<file path="src/rtl/mem_access_unit_pkg.sv">
// rtl/mem_access_unit_pkg.sv - shared state type and constants for the MEM stage access unit
package mem_access_unit_pkg;

    typedef enum logic [1:0] {
        IDLE   = 2'd0,
        ACCESS = 2'd1,
        DONE   = 2'd2
    } mau_state_e;

    localparam int unsigned TIMEOUT_CYCLES_DEFAULT = 255;
    localparam int unsigned CTR_W                  = 8;

endpackage

</file>
<file path="src/rtl/mem_timeout_ctr.sv">
// rtl/mem_timeout_ctr.sv - saturating 8-bit wait counter with an expiry flag
module mem_timeout_ctr
    import mem_access_unit_pkg::*;
#(
    parameter int unsigned LIMIT = TIMEOUT_CYCLES_DEFAULT
) (
    input  logic clk,
    input  logic reset,
    input  logic i_clear,
    input  logic i_enable,
    output logic o_expired
);

    // Expired flags the cycle that would be the LIMIT-th consecutive wait cycle.
    localparam logic [CTR_W-1:0] LAST = CTR_W'(LIMIT - 1);

    logic [CTR_W-1:0] r_count;

    always_ff @(posedge clk) begin
        if (reset || i_clear) begin
            r_count <= '0;
        end else if (i_enable && (r_count != '1)) begin
            r_count <= r_count + 1'b1;
        end
    end

    assign o_expired = (r_count >= LAST);

endmodule

</file>
<file path="src/rtl/mem_access_unit.sv">
// rtl/mem_access_unit.sv - MEM stage: data-memory handshake, stall, branch resolve, MEM/WB register
module mem_access_unit
    import mem_access_unit_pkg::*;
#(
    parameter int unsigned TIMEOUT_CYCLES = TIMEOUT_CYCLES_DEFAULT
) (
    input  logic        clk,
    input  logic        reset,
    input  logic        zero_mem,
    input  logic        branch_mem,
    input  logic [31:0] alu_result_mem,
    input  logic [31:0] add_sum_mem,
    input  logic [31:0] store_data_mem,
    input  logic [4:0]  rd_mem,
    input  logic        mem_read_mem,
    input  logic        mem_write_mem,
    input  logic        mem_to_reg_mem,
    input  logic        reg_write_mem,
    output logic        dmem_req,
    output logic        dmem_we,
    output logic [31:0] dmem_addr,
    output logic [31:0] dmem_wdata,
    input  logic        dmem_ready,
    input  logic [31:0] dmem_rdata,
    output logic        stall,
    output logic        pc_src,
    output logic [31:0] branch_target,
    output logic [31:0] read_data_wb,
    output logic [31:0] alu_result_wb,
    output logic [4:0]  rd_wb,
    output logic        reg_write_wb,
    output logic        mem_to_reg_wb,
    output logic        misalign_err,
    output logic        timeout_err
);

    mau_state_e  r_state;
    logic [31:0] r_rdata;
    logic        r_suppress;

    logic w_mem_op;
    logic w_aligned;
    logic w_start;
    logic w_misalign;
    logic w_expired;
    logic w_ctr_en;
    logic w_wb_block;

    assign w_mem_op   = mem_read_mem | mem_write_mem;
    assign w_aligned  = (alu_result_mem[1:0] == 2'b00);
    assign w_start    = (r_state == IDLE) & w_mem_op & w_aligned;
    assign w_misalign = (r_state == IDLE) & w_mem_op & ~w_aligned;
    assign w_ctr_en   = (r_state == ACCESS) & ~dmem_ready;
    assign w_wb_block = w_misalign | ((r_state == DONE) & r_suppress);

    mem_timeout_ctr #(
        .LIMIT (TIMEOUT_CYCLES)
    ) u_timeout_ctr (
        .clk       (clk),
        .reset     (reset),
        .i_clear   (w_start),
        .i_enable  (w_ctr_en),
        .o_expired (w_expired)
    );

    always_comb begin
        stall = 1'b0;
        if (!reset) begin
            case (r_state)
                IDLE:    stall = w_start;
                ACCESS:  stall = 1'b1;
                default: stall = 1'b0;
            endcase
        end
    end

    assign pc_src        = ~reset & branch_mem & zero_mem & ~stall;
    assign branch_target = reset ? 32'd0 : add_sum_mem;

    // Request signals are registered so they stay frozen for the whole handshake.
    always_ff @(posedge clk) begin
        if (reset) begin
            r_state      <= IDLE;
            r_rdata      <= '0;
            r_suppress   <= 1'b0;
            dmem_req     <= 1'b0;
            dmem_we      <= 1'b0;
            dmem_addr    <= '0;
            dmem_wdata   <= '0;
            misalign_err <= 1'b0;
            timeout_err  <= 1'b0;
        end else begin
            misalign_err <= w_misalign;
            timeout_err  <= 1'b0;
            case (r_state)
                IDLE: begin
                    if (w_start) begin
                        r_state    <= ACCESS;
                        r_suppress <= 1'b0;
                        dmem_req   <= 1'b1;
                        dmem_we    <= mem_write_mem & ~mem_read_mem;
                        dmem_addr  <= alu_result_mem;
                        dmem_wdata <= store_data_mem;
                    end
                end
                ACCESS: begin
                    if (dmem_ready) begin
                        r_state  <= DONE;
                        r_rdata  <= dmem_rdata;
                        dmem_req <= 1'b0;
                        dmem_we  <= 1'b0;
                    end else if (w_expired) begin
                        r_state     <= DONE;
                        r_rdata     <= '0;
                        r_suppress  <= 1'b1;
                        timeout_err <= 1'b1;
                        dmem_req    <= 1'b0;
                        dmem_we     <= 1'b0;
                    end
                end
                default: begin
                    r_state <= IDLE;
                end
            endcase
        end
    end

    always_ff @(posedge clk) begin
        if (reset) begin
            read_data_wb  <= '0;
            alu_result_wb <= '0;
            rd_wb         <= '0;
            reg_write_wb  <= 1'b0;
            mem_to_reg_wb <= 1'b0;
        end else if (stall) begin
            reg_write_wb  <= 1'b0;
            mem_to_reg_wb <= 1'b0;
        end else begin
            read_data_wb  <= r_rdata;
            alu_result_wb <= alu_result_mem;
            rd_wb         <= rd_mem;
            reg_write_wb  <= reg_write_mem & ~w_wb_block;
            mem_to_reg_wb <= mem_to_reg_mem;
        end
    end

endmodule

</file>
<file path="config.mk">
export PLATFORM = sky130hd
export DESIGN_NAME = mem_access_unit
export DESIGN_NICKNAME = d
export VERILOG_FILES = /design/src/rtl/mem_access_unit_pkg.sv /design/src/rtl/mem_timeout_ctr.sv /design/src/rtl/mem_access_unit.sv
export SDC_FILE = /design/constraint.sdc
export NUM_CORES = 1
export LEC_CHECK = 0
export BUFFER_PORTS_ARGS = -buffer_cell sky130_fd_sc_hd__buf_2
export CORE_ASPECT_RATIO = 1.75
export CORE_MARGIN = 4
export CORE_UTILIZATION = 37
export DETAILED_ROUTE_END_ITERATION = 10
export PLACE_DENSITY = 0.72
export SETUP_SLACK_MARGIN = 0.02
export SYNTH_ARGS = -nofsm -noshare
export SYNTH_HDL_FRONTEND = slang
export SYNTH_SLANG_ARGS = --single-unit
</file>
<file path="constraint.sdc">
create_clock -name clk -period 2.4 [get_ports clk]
set_input_delay 0.48 -clock clk [delete_from_list [all_inputs] [get_ports clk]]
set_output_delay 0.48 -clock clk [all_outputs]
set_load 0.05 [all_outputs]
</file>
Word level (Yosys, flattened, before mapping)
Index checks and enable logic that the tools add are counted.

operators by class
  add/sub/neg operators = 1
  multiply operators = 0
  div/mod/pow operators = 0
  order comparisons = 1
  equality and inequality tests = 7
  shifts and indexed selects = 0
  muxes and demuxes = 20
  bitwise gates (word level) = 19
  reduce and logical (&&, ||, !) cells = 13

operators with widths
  kind                   number
  $mux W32               3
  $and A1 B1 Y1          10
  $mux W1                9
  $add A8 B1 Y8 const B  1
  $ge A8 B8 Y1 const B   1
  $ne A8 B8 Y1 const B   1
  $pmux W1 S2            4
  $not A1 Y1             7
  $mux W2                3
  $reduce_and A2 Y1      3
  $logic_not A2 Y1       2
  $ne A2 B1 Y1 const B   2
  $pmux W2 S2            1
  $reduce_and A4 Y1      1
  $reduce_bool A2 Y1     2
  $ne A3 B2 Y1 const B   1
  $reduce_and A3 Y1      1
  $reduce_or A3 Y1       1
  $eq A2 B1 Y1 const B   1
  $eq A2 B2 Y1 const B   1
  $ne A2 B2 Y1 const B   1
  $or A1 B1 Y1           2
  $reduce_or A2 Y1       1
  $logic_and A1 B1 Y1    1
  $logic_or A1 B1 Y1     1

word-level totals
  register bits after elaboration = 182
  latch bits = 0
  RAM bits = 0
  ROM bits = 0
  input port bits = 142
  word-level logic and storage cells = 76
  memories kept = 0

Longest topological paths before layout
Gate-level depths: netlist of run 1.

  word-level depth = 7
  mapped depth = 7
  depth with buffers taken out = 5

Cells and area by module
From an unflattened synthesis of run 1, not the netlist that was laid out.

unflattened totals
  cell total of the unflattened synthesis = 1189
  area, all modules = 9663.0 um^2

by module, submodules not included
  module           times used  cells an instance  area each (um^2)  seq. area each (um^2)
  mem_access_unit  1           1141               9221.3            3483.3
  mem_timeout_ctr  1           48                 441.7             160.2

Least setup slack after synthesis of run 1
No wires, ideal clock.

  path kind = input-to-output
  from = input reset
  to = output stall
  arrival time = 1986 ps
  path slack = -66 ps
  stages on the path = 5
  buffers on the path = 4
  cell sequence = clkbuf_1 -> buf_2 -> buf_2 -> buf_1 -> a21oi_1

between the ends
  word-level cells in the longest chain between the ends = 1

ends and longest elaborated chain
  item             line                   RTL
  start, declared  mem_access_unit.sv:8   input logic reset,
  $mux W1          mem_access_unit.sv:68  if (!reset) begin
  end, declared    mem_access_unit.sv:25  output logic stall,

No other way between the ends.

Worst setup path in the final report of run 1
  from = input mem_write_mem
  to = output pc_src

between the ends
  word-level cells in the longest chain between the ends = 7

ends and longest elaborated chain
  item                         line                   RTL
  start, declared              mem_access_unit.sv:16  input logic mem_write_mem,
  $or A1 B1 Y1                 mem_access_unit.sv:49  assign w_mem_op = mem_read_mem | mem_write_mem;
  $and A1 B1 Y1 (2 in series)  mem_access_unit.sv:51  assign w_start = (r_state == IDLE) & w_mem_op & w_aligned;
  $pmux W1 S2                  mem_access_unit.sv:69  case (r_state)
  $mux W1                      mem_access_unit.sv:68
  $not A1 Y1                   mem_access_unit.sv:77  assign pc_src = ~reset & branch_mem & zero_mem & ~stall;
  $and A1 B1 Y1                mem_access_unit.sv:77
  end, declared                mem_access_unit.sv:26  output logic pc_src,

No other way between the ends.

==> flow_summary.json, run 1 <==
{
  "status": "complete, no violations",
  "cts.sinks": 182,
  "crit_fanout": 2,
  "dp_hpwl_um": 16600,
  "multiInputGateArea_um2": 3430,
  "antenna_left": 0,
  "drv_slew": 0,
  "fin_ws_ns": 0.165,
  "worst_setup_path_end_kind": "output port",
  "overflow": 0,
  "clockRootBuffer": "clkbuf_16",
  "max_slew_margin_pct": 31.4,
  "htree_levels": 4,
  "syn_area_um2": 7410,
  "grt_pass1_wl_um": 38000,
  "synth_warnings": 0,
  "dr_total_vias": 7302,
  "worstPathArrival_ns": 1.76,
  "finalSetupViolations": 0,
  "cts_buffers": 17,
  "synth_cell_types": 45,
  "synth_area_per_cell_um2": 9.92,
  "area_growth_syn_to_layout_pct": 32.6,
  "crit_type": "in -> out",
  "die-area_um2": 22400,
  "worst_ep_required_time_ns": 1.92,
  "place_inst": 1235,
  "drive_gt1_share_pct": 37.8,
  "io_pins": 315,
  "final-hold-violation-count": 0,
  "nets": 1153,
  "cts_tree": "done",
  "initial_core_util_pct": 37.5,
  "worst_setup_path_start_kind": "primary input",
  "placement.io_buffers": 314,
  "clock_skew_ns": 0.00499,
  "drc": 0,
  "leakagePower_uw": 0.00454,
  "grt_setup_unrepaired": "false",
  "cap_violations": 0,
  "grt_max_degree": 69,
  "final_min_period_over_clock_period_pct": 93.1,
  "fmax_mhz": 447,
  "fin_util_pct": 49.8,
  "synth_edf_count": 0,
  "ys.flop_type": "dfxtp_1",
  "drt_iter0_drc": 557,
  "ys_seq_elements": 182,
  "hold-worst-slack_ns": 0.254,
  "p_per_area_nw_per_um2": 745,
  "hold_buffers": 0,
  "hp-class": "in -> reg",
  "dieWidth_um": 115,
  "wl_per_cell_um": 19.3,
  "antenna_found_initial": 1,
  "peakVddDrop_mv": 0.493,
  "path_clk_slew_ns": 0.06,
  "routabilityCongestion": 0.784,
  "nFillCells": 1857,
  "clk_latency_ns": 0.42,
  "routed_wl_um": 24500,
  "grt_pass1_vias": 7267,
  "regArea_um2": 3650,
  "p_total_uw": 7320,
  "dp_slack_ns": -0.109,
  "finalNonFillerCells": 1267,
  "synth.net_count": 891,
  "netlist_instances": 747,
  "avgViaCountPerCell": 5.76,
  "clock_path_buffers": 2,
  "synthArstFlopShare_pct": 0,
  "ys_seq_area_share_pct": 49.2,
  "die_height_um": 195,
  "core-area_um2": 19700,
  "drtPass1Iterations": 5,
  "max_slew.worst_pin.slew_ns": 1.03,
  "grt.total_usage_pct": 21.0,
  "fin_crit_ns": 2.24,
  "placementRows": 68
}
==> cells in the mapped netlist (all sizes together) (4+ instances only) <==
cell type | number | area (µm²)
dfxtp | 182 | 3640
a32o | 69 | 691
a21oi | 67 | 335
o31ai | 67 | 517
clkbuf | 65 | 244
nor2b | 65 | 407
nand4 | 64 | 400
a21o | 32 | 240
a22o | 32 | 280
buf | 30 | 149
nor2 | 8 | 30.0
and3 | 6 | 37.5
inv | 6 | 22.5
and2 | 4 | 25.0
nand3 | 4 | 20.0
nor3 | 4 | 20.0
o311ai | 4 | 35.0
or2 | 4 | 25.0
==> sequential cells by signal (all words and copies together), names as in the netlist <==
name	flops
reg_write_wb	1
timeout_err	1
r_suppress	1
dmem_addr	32
r_rdata	32
r_state	2
dmem_req	1
rd_wb	5
alu_result_wb	32
mem_to_reg_wb	1
u_timeout_ctr.r_count	8
dmem_we	1
read_data_wb	32
dmem_wdata	32
misalign_err	1
==> repair_timing <==
action / 4_1_cts / 5_1_grt
setup buffers: 0 / 0
gates cloned: 0 / 0
setup endpoints to repair: 2 / 2
pin swaps: 1 / 0
endpoints found under the hold margin: 0 / 0
resized for setup: 4 / 3
==> layout make-up <==
cell class,instances,area share [%]
well taps,245,3.12
inverters,6,0.229
multi-input cells,464,34.9
repair buffers,338,18.8
diodes,1,0.0255
flip-flops and latches,182,37.1
clock inverters,9,0.955
clock buffers,22,4.83
==> power by group <==
group          switching, µW  internal, µW  total (µW)
registers               69.8          3160        3230
clock network           1190          1520        2710
logic                    999           382        1380
total                   2260          5060        7320
==> metrics by stage <==
| stage | TNS, ns | area [µm²] |
|---|---|---|
| 2_1_floorplan | 0 | 7420 |
| 3_5_place_dp | -0.109 | 9240 |
| 6_report | 0 | 9820 |
| 4_1_cts | 0 | 9820 |
| 5_1_grt | 0 | 9820 |
| 3_3_place_gp | -0.0629 | 9240 |
==> final timing paths <==
check	startpoint	to	slack (ns)	cells past startpoint
min reg2reg	r_rdata[25]	read_data_wb[25]	0.46	1
min	mem_to_reg_mem	mem_to_reg_wb	0.25	2
max reg2reg	r_state[1]	r_rdata[29]	0.55	4
max	mem_write_mem	pc_src	0.16	5
==> cells by family after synthesis <==
logic type | share of synthesized area, %
buffers and inverters | 5.61
muxes | 0.270
adders and majority gates | 0.338
and+or+nand+nor | 14.5
DFF | 49.2
AOI/OAI and AO/OA | 30.2
==> cell usage in the layout (no fill, tap or decap), types with 6 or more instances in the layout <==
cell | synthesis | routed
a21o_1 | 32 | 32
a21oi_1 | 67 | 66
a22o_1 | 32 | 32
a32o_1 | 69 | 69
and3_1 | 6 | 6
buf_12 | 0 | 7
buf_2 | 14 | 312
buf_4 | 3 | 18
clkbuf_16 | 0 | 17
dfxtp_1 | 182 | 180
nand4_1 | 64 | 64
nor2b_1 | 65 | 63
o31ai_1 | 66 | 66
==> layer usage <==
| metal | GRT usage [%] | part of all wire (%) | vias up |
|---|---|---|---|
| li1 | - | - | 3431 |
| met2 | 36.6 | 51 | 283 |
| met3 | 4.65 | 5.9 | 45 |
| met1 | 24.5 | 40 | 3543 |
| met4 | 8.88 | 3.0 | 0 |
| met5 | 0 | 0 | - |
==> critical path, stage by stage <==
cell      delay [ns]
buf_2           0.10
or2_2           0.35
a311oi_4        0.42
and3_1          0.21
buf_4           0.19
Note: power is estimated with default switching activity, not from simulation.
==> run 2: changes to the inputs <==
--- a/config.mk
+++ b/config.mk
@@ -5,12 +5,13 @@
 export SDC_FILE = /design/constraint.sdc
 export NUM_CORES = 1
 export LEC_CHECK = 0
+export ABC_AREA = 1
 export BUFFER_PORTS_ARGS = -buffer_cell sky130_fd_sc_hd__buf_2
 export CORE_ASPECT_RATIO = 1.75
 export CORE_MARGIN = 4
 export CORE_UTILIZATION = 37
 export DETAILED_ROUTE_END_ITERATION = 10
-export PLACE_DENSITY = 0.72
+export PLACE_DENSITY = 0.73
 export SETUP_SLACK_MARGIN = 0.02
 export SYNTH_ARGS = -nofsm -noshare
 export SYNTH_HDL_FRONTEND = slang
==> run 2 against run 1 <==
  * Sequential cell count did not move
  * Count of clock-buffer cells in the layout shrank 3
  * First-iteration DRC count shrank 55%
  * Final cell count up 13%
  * Largest power group unchanged
  * Highest routed layer is now met5
==> flow_summary.json, run 2 <==
{
  "status": "complete, no violations",
  "drive_gt1_share_pct": 30.6,
  "crit_type": "reg -> out",
  "grt_max_degree": 72,
  "hold_buffers": 0,
  "synth_top_area_share_pct": 53.2,
  "ys_seq_elements": 182,
  "yosysMostFrequentCell": "nand2_1",
  "die_height_um": 188,
  "htree_levels": 4,
  "hp-class": "in -> reg",
  "final-hold-violation-count": 0,
  "die-area_um2": 20800,
  "setup_tns_ns": 0,
  "clk_latency_ns": 0.42,
  "dieWidth_um": 111,
  "grt_setup_unrepaired": "false",
  "drv_slew": 0,
  "antenna_found_initial": 3,
  "clock_path_buffers": 2,
  "cap_violations": 0,
  "routabilityCongestion": 0.801,
  "cts.sinks": 182,
  "final_cell_mix": "buf_2, nand2_1, dfxtp_1",
  "synth_cell_types": 22,
  "p_per_area_nw_per_um2": 784,
  "cts_buffers": 17,
  "clockRootBuffer": "clkbuf_16",
  "synth_commonest_cells": "nand2_1, dfxtp_1, inv_1, a21oi_1, nand3_1",
  "nFillCells": 1830,
  "antenna_left": 0,
  "ys.flop_type": "dfxtp_1",
  "worstPathArrival_ns": 1.62,
  "leakagePower_uw": 0.00435,
  "routed_wl_um": 20100,
  "regToRegSetupSlack_ns": 0.54,
  "clock_skew_ns": 0.0144,
  "worst_setup_path_start_kind": "register",
  "max_slew.worst_pin.slew_ns": 0.779,
  "initial_core_util_pct": 37.8,
  "ys_seq_area_share_pct": 53.2,
  "grt.total_usage_pct": 19.0,
  "drtPass1Iterations": 5,
  "syn_area_um2": 6850,
  "dp_hpwl_um": 14600,
  "cts_tree": "done",
  "synthArstFlopShare_pct": 0,
  "path_clk_slew_ns": 0.07,
  "drc": 0,
  "core-area_um2": 18100,
  "netlist_instances": 901,
  "fmax_mhz": 475,
  "finalSetupViolations": 0,
  "drt_iter0_drc": 248,
  "cts_setup_buffers": 0,
  "placementRows": 65,
  "dr_total_vias": 6665,
  "synth.net_count": 1045,
  "wl_per_cell_um": 14.0,
  "grt_pass1_wl_um": 32300,
  "max_slew_margin_pct": 48.1,
  "synth_warnings": 0,
  "synth_area_leaders": "dfxtp_1, nand2_1, a21oi_1, nand3_1, inv_1",
  "avgViaCountPerCell": 4.64,
  "nets": 1331,
  "synth_edf_count": 0,
  "yosysTopAreaCell": "dfxtp_1",
  "crit_fanout": 3,
  "final_min_period_over_clock_period_pct": 87.7,
  "area_growth_syn_to_layout_pct": 33.0,
  "worst_ep_required_time_ns": 1.92,
  "placement.io_buffers": 314,
  "fin_crit_ns": 2.10,
  "io_pins": 315,
  "hold-worst-slack_ns": 0.274,
  "final_common_cell": "buf_2",
  "peakVddDrop_mv": 0.388,
  "cts-resized-gates": 0,
  "grt_pass1_vias": 6573,
  "overflow": 0,
  "synth_area_per_cell_um2": 7.60,
  "worst_setup_path_end_kind": "output port"
}
[run 2: kinds of logic after synthesis]
group           after synthesis  synth area share [%]
xor+xnor                      3                 0.384
fa+ha+maj                     2                 0.365
buf+inv                     178                  11.1
flops                       182                  53.2
compound gates              177                  13.0
simple gates                359                  21.9
[run 2: metrics by stage]
| step | area [µm²] | setup slack (ns) | util [%] | instances | power, µW |
|---|---|---|---|---|---|
| final | 9110 | 0.296 | 50.2 | 1435 | 7140 |
| after global routing | 9110 | 0.158 | 50.2 | 1435 | 7450 |
| after detailed placement | 8520 | 0.243 | 47.0 | 1402 | 4420 |
| after CTS | 9110 | 0.256 | 50.2 | 1434 | 7230 |
| after floorplan | 6850 | 0.238 | - | 901 | 4070 |
| after global placement | 8520 | 0.275 | 47.0 | 1402 | 4410 |
[run 2: power breakdown]
group | internal, µW | switching, µW | leakage (µW)
registers | 3140 | 58.9 | 0.00148
logic | 284 | 860 | 0.00258
clock network | 1580 | 1220 | 0.000289
total | 5000 | 2140 | 0.00435
[run 2: layer usage]
metal	vias up	GRT usage, %	wire, µm
met3	35	4.71	1350
met1	2965	19.9	7500
met2	241	35.4	10600
met4	2	8.35	665
li1	3422	-	-
met5	-	0	7
[run 2: worst max-delay path, cell delays in order (launching register included)]
cell      delay, ns
dfxtp_1        0.33
nor2_1         0.23
nand3_2        0.16
nand2_1        0.11
nand2_1        0.07
clkinv_2       0.05
buf_2          0.26
[run 2: path summary, 6_finish.rpt]
kind	from	end	depth (start not counted)
max	r_state[0]	stall	6
min	mem_to_reg_mem	mem_to_reg_wb	3
max reg2reg	r_state[0]	read_data_wb[27]	8
min reg2reg	dmem_addr[0]	dmem_addr[0]	2
[run 2: layout make-up]
type                    count  area (µm²)  share of cell area [%]
multi-input cells         541        2450                    26.9
repair buffers            325        1680                    18.5
inverters                 120         452                    4.96
flip-flops and latches    182        3640                    40.0
well taps                 234         293                    3.21
clock buffers              19         443                    4.86
clock inverters            13         144                    1.58
diodes                      1        2.50                  0.0275
==> run 3: changes to the inputs <==
--- a/config.mk
+++ b/config.mk
@@ -12,6 +12,7 @@
 export CORE_UTILIZATION = 37
 export DETAILED_ROUTE_END_ITERATION = 10
 export PLACE_DENSITY = 0.73
+export REMOVE_ABC_BUFFERS = 1
 export SETUP_SLACK_MARGIN = 0.02
 export SYNTH_ARGS = -nofsm -noshare
 export SYNTH_HDL_FRONTEND = slang
==> run 3 against run 2 <==
  * Final cell count unchanged
  * Routed wire length up 2.8%
  * Count of clock-buffer cells in the layout fell by 1
  * Register-to-register slack better by 0.16 ns
  * Via count is 1.8% higher
  * Sequential share of layout area decreased by 0.16 points
  * Combinational power is essentially flat
  * Critical path depth stayed put
  * First-iteration DRC count rose by 16%
  * Worst setup slack got worse by 0.070 ns
  * Largest power group unchanged
  * Global-route usage up 0.37 points
==> flow_summary.json, run 3 (synthesis gave the netlist of run 2 again) <==
{
  "cts.sinks": 182,
  "timing.rr.end": "rd_wb[2]",
  "die_height_um": 188,
  "peakVddDrop_mv": 0.347,
  "placementRows": 65,
  "wl_per_cell_um": 14.4,
  "hp-class": "in -> reg",
  "dp_hpwl_um": 15100,
  "crit_fanout": 9,
  "crit_slowest_cell": "dfxtp_1",
  "drc": 0,
  "placement.io_buffers": 314,
  "grt_setup_unrepaired": "false",
  "worstPathArrival_ns": 1.69,
  "fin_util_pct": 50.4,
  "holdPathStages": 3,
  "p_seq_share_pct": 44.5,
  "path_clk_slew_ns": 0.07,
  "multiInputGateArea_um2": 2450,
  "regToRegSetupSlack_ns": 0.70,
  "antenna_left": 0,
  "leakagePower_uw": 0.00437,
  "intPower_uw": 5030,
  "avgViaCountPerCell": 4.73,
  "clock_path_buffers": 2,
  "cts_tree": "done",
  "initial_core_util_pct": 37.8,
  "p_per_area_nw_per_um2": 787,
  "antenna-diode-count": 0,
  "reg2regPathDepth": 8,
  "grt_pass1_wl_um": 32800,
  "routed_wl_um": 20700,
  "max_slew_margin_pct": 53.2,
  "grt.total_usage_pct": 19.4,
  "hold_end": "mem_to_reg_wb",
  "fin_crit_ns": 2.17,
  "drv_slew": 0,
  "drt_iter0_drc": 287,
  "max_slew.worst_pin.slew_ns": 0.702,
  "cts_setup_buffers": 0,
  "cts_buffers": 17,
  "die-area_um2": 20800,
  "finalSetupViolations": 0,
  "worst_ep_required_time_ns": 1.92,
  "nFillCells": 1822,
  "hold_start": "mem_to_reg_mem",
  "routabilityCongestion": 0.812,
  "cp_num_buf_inv": 2,
  "max_stage_delay_ns": 0.33,
  "drive_gt1_share_pct": 30.8,
  "crit_top_cell": "nand2_1",
  "p_clk_share_pct": 39.5,
  "drtPass1Iterations": 5,
  "grt_pass1_vias": 6479,
  "rr_startpoint": "r_state[0]",
  "crit_type": "reg -> out",
  "cp_cell_sequence": "nor2_2 > nand3_4 > nand2_1 > nand2_1 > clkinv_2 > buf_2",
  "worst_setup_path_start_kind": "register",
  "htree_levels": 4,
  "swShare_pct": 30.2,
  "final_min_period_over_clock_period_pct": 90.6,
  "regArea_um2": 3640,
  "area_growth_syn_to_layout_pct": 33.5,
  "antenna_found_initial": 1,
  "status": "complete, no violations",
  "clockRootBuffer": "clkbuf_16",
  "final_common_cell": "buf_2",
  "p_comb_share_pct": 16.0,
  "setup_tns_ns": 0,
  "clk_latency_ns": 0.43,
  "final-hold-violation-count": 0,
  "overflow": 0,
  "grt_max_degree": 72,
  "fmax_mhz": 460,
  "nets": 1332,
  "crit_family": "simple AND/OR/NAND/NOR gates",
  "clock_skew_ns": 0.0126,
  "p_sw_uw": 2170,
  "dr_total_vias": 6784,
  "dieWidth_um": 111,
  "worst_setup_path_end_kind": "output port",
  "core-area_um2": 18100,
  "io_pins": 315,
  "cap_violations": 0,
  "final_cell_mix": "buf_2, nand2_1, dfxtp_1"
}
[run 3: metrics by stage]
stage / worst slack (ns) / power [µW] / hold slack, ns / instances / area, µm²
after global placement: 0.403 / 4420 / 0.425 / 1403 / 8530
after CTS: 0.0324 / 7270 / 0.249 / 1435 / 9140
after detailed placement: 0.370 / 4430 / 0.430 / 1403 / 8530
after floorplan: -1.67 / 4000 / 0.433 / 843 / 6540
final: 0.226 / 7200 / 0.268 / 1435 / 9150
after global routing: 0.103 / 7500 / 0.265 / 1435 / 9150
[run 3: what timing repair did]
action,in CTS,in global routing
setup endpoints to repair,0,1
hold buffers,0,0
resized for setup,0,2
[run 3: final cells by class]
type / count / share of cell area, %
repair buffers: 326 / 18.6
flip-flops and latches: 182 / 39.8
inverters: 120 / 4.94
multi-input cells: 541 / 26.8
clock buffers: 18 / 4.80
well taps: 234 / 3.20
clock inverters: 14 / 1.79
[run 3: per-layer routing]
layer	GRT usage (%)	vias up	part of all wire, %
met1	21.3	3076	38
met3	3.91	48	5.8
met5	0	-	0.087
met4	10.1	2	3.8
met2	34.8	233	53
li1	-	3425	-
[run 3: worst max path at each step]
| stage | start | endpoint | slack [ns] | cells after the start |
|---|---|---|---|---|
| final | r_state[0] | stall | 0.23 | 6 |
| after global routing | r_state[0] | stall | 0.10 | 6 |
| after CTS | r_state[0] | stall | 0.03 | 6 |
| after detailed placement | alu_result_mem[0] | stall | 0.37 | 7 |
| after global placement | alu_result_mem[0] | stall | 0.40 | 7 |
| after floorplan | alu_result_mem[0] | pc_src | -1.67 | 4 |
[run 3: power groups by stage]
stage / registers (µW) / logic (µW) / clock network [µW]
2_1_floorplan: 3640 / 359 / 0
3_3_place_gp: 3260 / 1150 / 0
3_5_place_dp: 3270 / 1160 / 0
4_1_cts: 3200 / 1160 / 2910
5_1_grt: 3220 / 1230 / 3050
6_report: 3200 / 1150 / 2840
[run 3: worst register-to-register path, delay by kind of cell, from the launching register on]
family,cells,cell delay [ns]
flops,1,0.33
compound gates,1,0.10
simple gates,5,0.68
buf+inv,2,0.52
